File: src/rtl/ps2_pkg.sv
// Shared PS/2 definitions: transmitter state encoding, frame bit positions
// and the odd-parity helper used by both the host transmitter and receiver.
package ps2_pkg;

    typedef enum logic [2:0] {
        IDLE,
        INHIBIT,
        REQ,
        DATA,
        WAITREL
    } tx_state_e;

    localparam int CNT_W = 4;
    typedef logic [CNT_W-1:0] bit_cnt_t;

    // Device falling-edge count values while in DATA (bit0 is driven from REQ).
    localparam bit_cnt_t CNT_FIRST_DATA = 4'd1;
    localparam bit_cnt_t CNT_PARITY     = 4'd8;
    localparam bit_cnt_t CNT_STOP       = 4'd9;
    localparam bit_cnt_t CNT_ACK        = 4'd10;

    function automatic logic odd_parity(input logic [7:0] value);
        return ~^value;
    endfunction

endpackage

File: src/rtl/ps2_line_sync.sv
// Two-flop synchronizer for one raw PS/2 line plus falling-edge detect.
// Flops reset high because a released open-drain line idles high.
module ps2_line_sync (
    input  logic clk,
    input  logic reset,
    input  logic line,
    output logic level,
    output logic fall
);

    logic meta_q;
    logic sync_q;
    logic prev_q;

    // NOTE: sequential state uses non-blocking assignments so every flop samples pre-edge values.
    always_ff @(posedge clk) begin
        if (reset) begin
            meta_q <= 1'b1;
            sync_q <= 1'b1;
            prev_q <= 1'b1;
        end else begin
            meta_q <= line;
            sync_q <= meta_q;
            prev_q <= sync_q;
        end
    end

    assign level = sync_q;
    assign fall  = prev_q & ~sync_q;

endmodule

File: src/rtl/ps2_host_tx.sv
// PS/2 host-to-device transmitter: inhibit, request-to-send, 8 data bits, odd
// parity, stop and ACK check. Outputs are 1 = release, 0 = drive low.
module ps2_host_tx #(
    parameter int FREQ_HZ    = 12000000,
    parameter int INHIBIT_US = 100,
    parameter int TIMEOUT_US = 15000
) (
    input  logic       clk,
    input  logic       reset,
    input  logic [7:0] data_i,
    input  logic       valid_i,
    output logic       ready_o,
    output logic       busy_o,
    output logic       done_o,
    output logic       ack_err_o,
    output logic       timeout_o,
    input  logic       ps2_clk_i,
    input  logic       ps2_data_i,
    output logic       ps2_clk_o,
    output logic       ps2_data_o
);

    import ps2_pkg::*;

    localparam int INHIBIT_CYCLES = FREQ_HZ / 1_000_000 * INHIBIT_US;
    localparam int TIMEOUT_CYCLES = FREQ_HZ / 1_000_000 * TIMEOUT_US;
    localparam int TIMER_W        = $clog2(TIMEOUT_CYCLES + 1);

    typedef logic [TIMER_W-1:0] timer_t;

    // Timer holds the number of non-IDLE cycles already elapsed, so the
    // thresholds are compared one below the cycle counts.
    localparam timer_t INHIBIT_LAST = timer_t'(INHIBIT_CYCLES - 1);
    localparam timer_t TIMEOUT_LAST = timer_t'(TIMEOUT_CYCLES - 1);

    tx_state_e state_q, state_d;
    timer_t    timer_q, timer_d;
    bit_cnt_t  count_q, count_d;
    logic [7:0] byte_q, byte_d;
    logic      parity_q, parity_d;
    logic      ack_bit_q, ack_bit_d;

    logic      clk_q, clk_d;
    logic      data_q, data_d;
    logic      done_q, done_d;
    logic      ack_err_q, ack_err_d;
    logic      timeout_q, timeout_d;

    logic      clk_level;
    logic      clk_fall;
    logic      data_level;
    logic      data_fall_unused;

    logic      accept;
    logic      timeout_hit;
    logic      released;

    ps2_line_sync u_clk_sync (
        .clk   (clk),
        .reset (reset),
        .line  (ps2_clk_i),
        .level (clk_level),
        .fall  (clk_fall)
    );

    ps2_line_sync u_data_sync (
        .clk   (clk),
        .reset (reset),
        .line  (ps2_data_i),
        .level (data_level),
        .fall  (data_fall_unused)
    );

    assign accept      = valid_i && (state_q == IDLE);
    assign timeout_hit = (state_q != IDLE) && (timer_q == TIMEOUT_LAST);
    assign released    = clk_level && data_level;

    always_ff @(posedge clk) begin
        if (reset) begin
            state_q   <= IDLE;
            timer_q   <= '0;
            count_q   <= '0;
            clk_q     <= 1'b1;
            data_q    <= 1'b1;
            done_q    <= 1'b0;
            ack_err_q <= 1'b0;
            timeout_q <= 1'b0;
        end else begin
            state_q   <= state_d;
            timer_q   <= timer_d;
            count_q   <= count_d;
            clk_q     <= clk_d;
            data_q    <= data_d;
            done_q    <= done_d;
            ack_err_q <= ack_err_d;
            timeout_q <= timeout_d;
        end
    end

    // NOTE: payload registers are loaded before every use, so they carry no reset.
    always_ff @(posedge clk) begin
        byte_q    <= byte_d;
        parity_q  <= parity_d;
        ack_bit_q <= ack_bit_d;
    end

    // NOTE: every always_comb output gets a default first, so no path can infer a latch.
    always_comb begin
        state_d   = state_q;
        count_d   = count_q;
        byte_d    = byte_q;
        parity_d  = parity_q;
        ack_bit_d = ack_bit_q;
        timer_d   = (state_q == IDLE) ? '0 : timer_q + timer_t'(1);

        if (timeout_hit) begin
            state_d = IDLE;
        end else begin
            case (state_q)
                IDLE: begin
                    if (accept) begin
                        state_d  = INHIBIT;
                        byte_d   = data_i;
                        parity_d = odd_parity(data_i);
                        count_d  = '0;
                    end
                end
                INHIBIT: begin
                    if (timer_q == INHIBIT_LAST) state_d = REQ;
                end
                REQ: begin
                    if (clk_fall) begin
                        state_d = DATA;
                        count_d = CNT_FIRST_DATA;
                    end
                end
                DATA: begin
                    if (clk_fall) begin
                        count_d = count_q + bit_cnt_t'(1);
                        if (count_q == CNT_ACK) begin
                            ack_bit_d = data_level;
                            state_d   = WAITREL;
                        end
                    end
                end
                WAITREL: begin
                    if (released) state_d = IDLE;
                end
                default: state_d = IDLE;
            endcase
        end
    end

    // Next values of the registered pin drivers and status pulses.
    always_comb begin
        clk_d     = 1'b1;
        data_d    = data_q;
        done_d    = 1'b0;
        ack_err_d = 1'b0;
        timeout_d = 1'b0;

        if (timeout_hit) begin
            data_d    = 1'b1;
            timeout_d = 1'b1;
        end else begin
            case (state_q)
                IDLE: data_d = 1'b1;
                INHIBIT: begin
                    clk_d  = 1'b0;
                    data_d = 1'b1;
                end
                REQ: data_d = clk_fall ? byte_q[0] : 1'b0;
                DATA: begin
                    if (clk_fall) begin
                        case (count_q)
                            4'd1, 4'd2, 4'd3, 4'd4,
                            4'd5, 4'd6, 4'd7: data_d = byte_q[count_q[2:0]];
                            CNT_PARITY:       data_d = parity_q;
                            default:          data_d = 1'b1;
                        endcase
                    end
                end
                WAITREL: begin
                    data_d = 1'b1;
                    if (released) begin
                        done_d    = 1'b1;
                        ack_err_d = ack_bit_q;
                    end
                end
                default: data_d = 1'b1;
            endcase
        end
    end

    assign ready_o    = (state_q == IDLE) || reset;
    assign busy_o     = !ready_o;
    assign done_o     = done_q;
    assign ack_err_o  = ack_err_q;
    assign timeout_o  = timeout_q;
    assign ps2_clk_o  = clk_q;
    assign ps2_data_o = data_q;

endmodule
File: config.mk
export PLATFORM = sky130hd
export DESIGN_NAME = ps2_host_tx
export DESIGN_NICKNAME = d
export VERILOG_FILES = /design/src/rtl/ps2_pkg.sv /design/src/rtl/ps2_line_sync.sv /design/src/rtl/ps2_host_tx.sv
export SDC_FILE = /design/constraint.sdc
export NUM_CORES = 1
export LEC_CHECK = 0
export ABC_CLOCK_PERIOD_IN_PS = 4300
export CORE_MARGIN = 10
export CORE_UTILIZATION = 32
export CTS_CLUSTER_SIZE = 25
export DETAILED_ROUTE_END_ITERATION = 8
export SYNTH_ARGS = -nofsm -noshare
export SYNTH_HDL_FRONTEND = slang
export SYNTH_SLANG_ARGS = --single-unit
File: constraint.sdc
create_clock -name clk -period 4.3 [get_ports clk]
set_input_delay 0.86 -clock clk [delete_from_list [all_inputs] [get_ports clk]]
set_output_delay 0.86 -clock clk [all_outputs]
set_load 0.01 [all_outputs]
==> reports/summary.txt <==
Worst-path clk slew: 0.08 ns
Final TNS setup: 0 ns
Highest clock rate: 0.2915 GHz
GPL Wtd Cong: 0.8114
Post-Syn Area: 2095 um^2
Top post-synthesis cells by area: dfxtp_1 (33%), edfxtp_1 (14%), xnor2_1 (5.9%)
# port buffers: 19
N_diodes: 0
Routed WL: 4022 um
EDFF count, synth: 10
Global-route wire length before repair: 7086 um
Worst-Margin Slew: 0.5555 ns
Tcrit/Tclk final: 0.7977
Area Growth Syn to Fin: 16.01%
Setup crit start kind: input pin
Avg Inst Size Synth: 9.652 um^2
Post-Place Cells: 305
Fraction of the yosys area taken by sequential cells: 0.4779
Effective utilization at floorplan: 0.3299
Hold Slack: 0.4131 ns
Post-synth top area share: 0.3345
Largest net degree at the start of global routing: 20
Most used DFF post-synth: dfxtp_1
Peak VDD IR: 0.0001507 V
Final Max Tran Viols: 0
Pre-Repair DR Iteration Count: 4
GRT busiest layer: met2
Clock sinks: 45
Rows: 29
Final Worst Setup Slack: 0.8697 ns
Crit path required time: 3.44 ns
CTS Buffer Depth: 2
Met3 usage: 0.02675
Clock latency on the worst-skew pair: 0.30 ns
Vias per inst: 4.866
Final Hold Fails: 0
# hold bufs at CTS: 0
PD cells: 307.7 nW/um^2
Vias in the first global route: 1,552
Mapped Cells: 217
NumNets Final: 253
Highest-count cells in the layout ignoring fill and taps: dfxtp_1 (35), nor2_1 (29), clkdlybuf4s50_1 (19)
Slew margin rel.: 0.6268
WL per Instance: 12.85 um
Post_cts resized: 0
I/O Pins: 20
Multi-input logic area: 1018 um^2
Iter 0 DRT Violations: 49
RSZ-0062 raised after global routing: false
Post-CTS Repair Setup Buffers: 0
WS Path Type: input pin to output port
Final std cells w/o fill: 313
GRT met2 Usage: 0.1302
Status: finished, final reports clean
Setup slack at placement: 0.8637 ns
Hpwl dp: 3009 um
Root buffer cell: clkbuf_8
CP endpoint kind: output port
Antenna violations before repair: 0
Register area: 1001 um^2
Max Cap Viol: 0
Area leader, netlist: dfxtp_1
Asr flop ratio synth: 0
Final Critical Period: 3.430 ns
Layout cells sized above 1: 0.09322
Met1 usage: 0.1063
Core box area: 6350 um^2
P_leak: 0.0007902 uW
Flops & latches, synth: 45
WP data arrival: 2.57 ns
Ys Warns: 0
Fillcell total: 638
Crit Path Max Fanout: 19
Vias: 1,523
CTS tree: done
Die area: 10,180 um^2
Synth cell types: 43
Die width: 100.9 um
Final Skew: 0.01012 ns
GRT Overall Usage: 0.08544
Hold Crit Class: register to register
Die H: 100.9 um
Final setup viols: 0
Final core occ: 0.3827
Mapped Nets: 235
Total CTS buffers: 5
Post-route ant nets: 0
H-tree Lvls: 2
Leading cell type in the layout, fill and taps excluded: dfxtp_1
Remaining Overflow, GRT: 0
DRC viols: 0
flip-flops by register name (all words and copies together) (netlist names), 3 cells and up:
name,count
byte_q,8
count_q,4
state_q,3
timer_q,18
final cells by class:
| cell class | count | area share |
|---|---|---|
| Clock inverter | 2 | 0.004119 |
| Timing Repair Buffer | 20 | 0.08136 |
| Clock buffer | 6 | 0.02987 |
| Tap cell | 77 | 0.03965 |
| Multi-Input combinational cell | 154 | 0.4192 |
| Inverter | 9 | 0.01390 |
| Sequential cell | 45 | 0.4119 |
critical path: stages:
cell and delay [ns]:
clkdlybuf4s50_1 0.40, buf_4 0.19, or2_2 0.46, inv_1 0.11, clkdlybuf4s50_1 0.54
per-layer routing:
| layer | share of wire | up-vias |
|---|---|---|
| li1 | - | 794 |
| met1 | 0.48 | 704 |
| met2 | 0.45 | 18 |
| met3 | 0.046 | 7 |
| met4 | 0.020 | 0 |
| met5 | 0 | - |
metrics by stage:
| stage | cell area (um^2) | power [uW] |
|---|---|---|
| after floorplan | 2095 | 488.4 |
| final | 2430 | 747.6 |
| after CTS | 2430 | 758.0 |
| after global placement | 2347 | 511.3 |
| after detailed placement | 2347 | 512.5 |
| after global routing | 2430 | 779.6 |
kinds of logic (layout without fill, tap and decap cells):
family | after synthesis | count (layout) | share of synthesized area
AND/OR/NAND/NOR | 102 | 102 | 0.2605
flip-flops | 45 | 45 | 0.4779
XOR/XNOR | 22 | 22 | 0.09200
AO/OA/AOI/OAI | 20 | 20 | 0.06811
buffers and inverters | 18 | 37 | 0.03584
adder cells (fa/ha/maj) | 5 | 5 | 0.02987
multiplexers | 5 | 5 | 0.03584
power by group:
part	total, uW	internal [uW]	switching (uW)
sequential	449	443	6.07
combinational	52.7	28.3	24.4
clock	246	113	133
synth_stat cells (5+ instances only):
master	count
xor2_1	8
nand3_1	14
edfxtp_1	10
nor3_1	9
nand2_1	9
xnor2_1	14
nor4_1	5
nand4_1	8
dfxtp_1	35
nor2_1	29
buf_2	5
a21oi_1	5
ha_1	5
or2_2	6
inv_1	9
path summary, 6_finish.rpt:
kind                     start                to  slack (ns)  cells past startpoint
max                      reset            busy_o        0.87                      5
min          u_clk_sync.meta_q  u_clk_sync.level        0.41                      1
max reg2reg         timer_q[0]        state_q[0]        2.24                      6
min reg2reg  u_clk_sync.meta_q  u_clk_sync.level        0.41                      1
No activity file was read; power rests on OpenSTA's default activity.
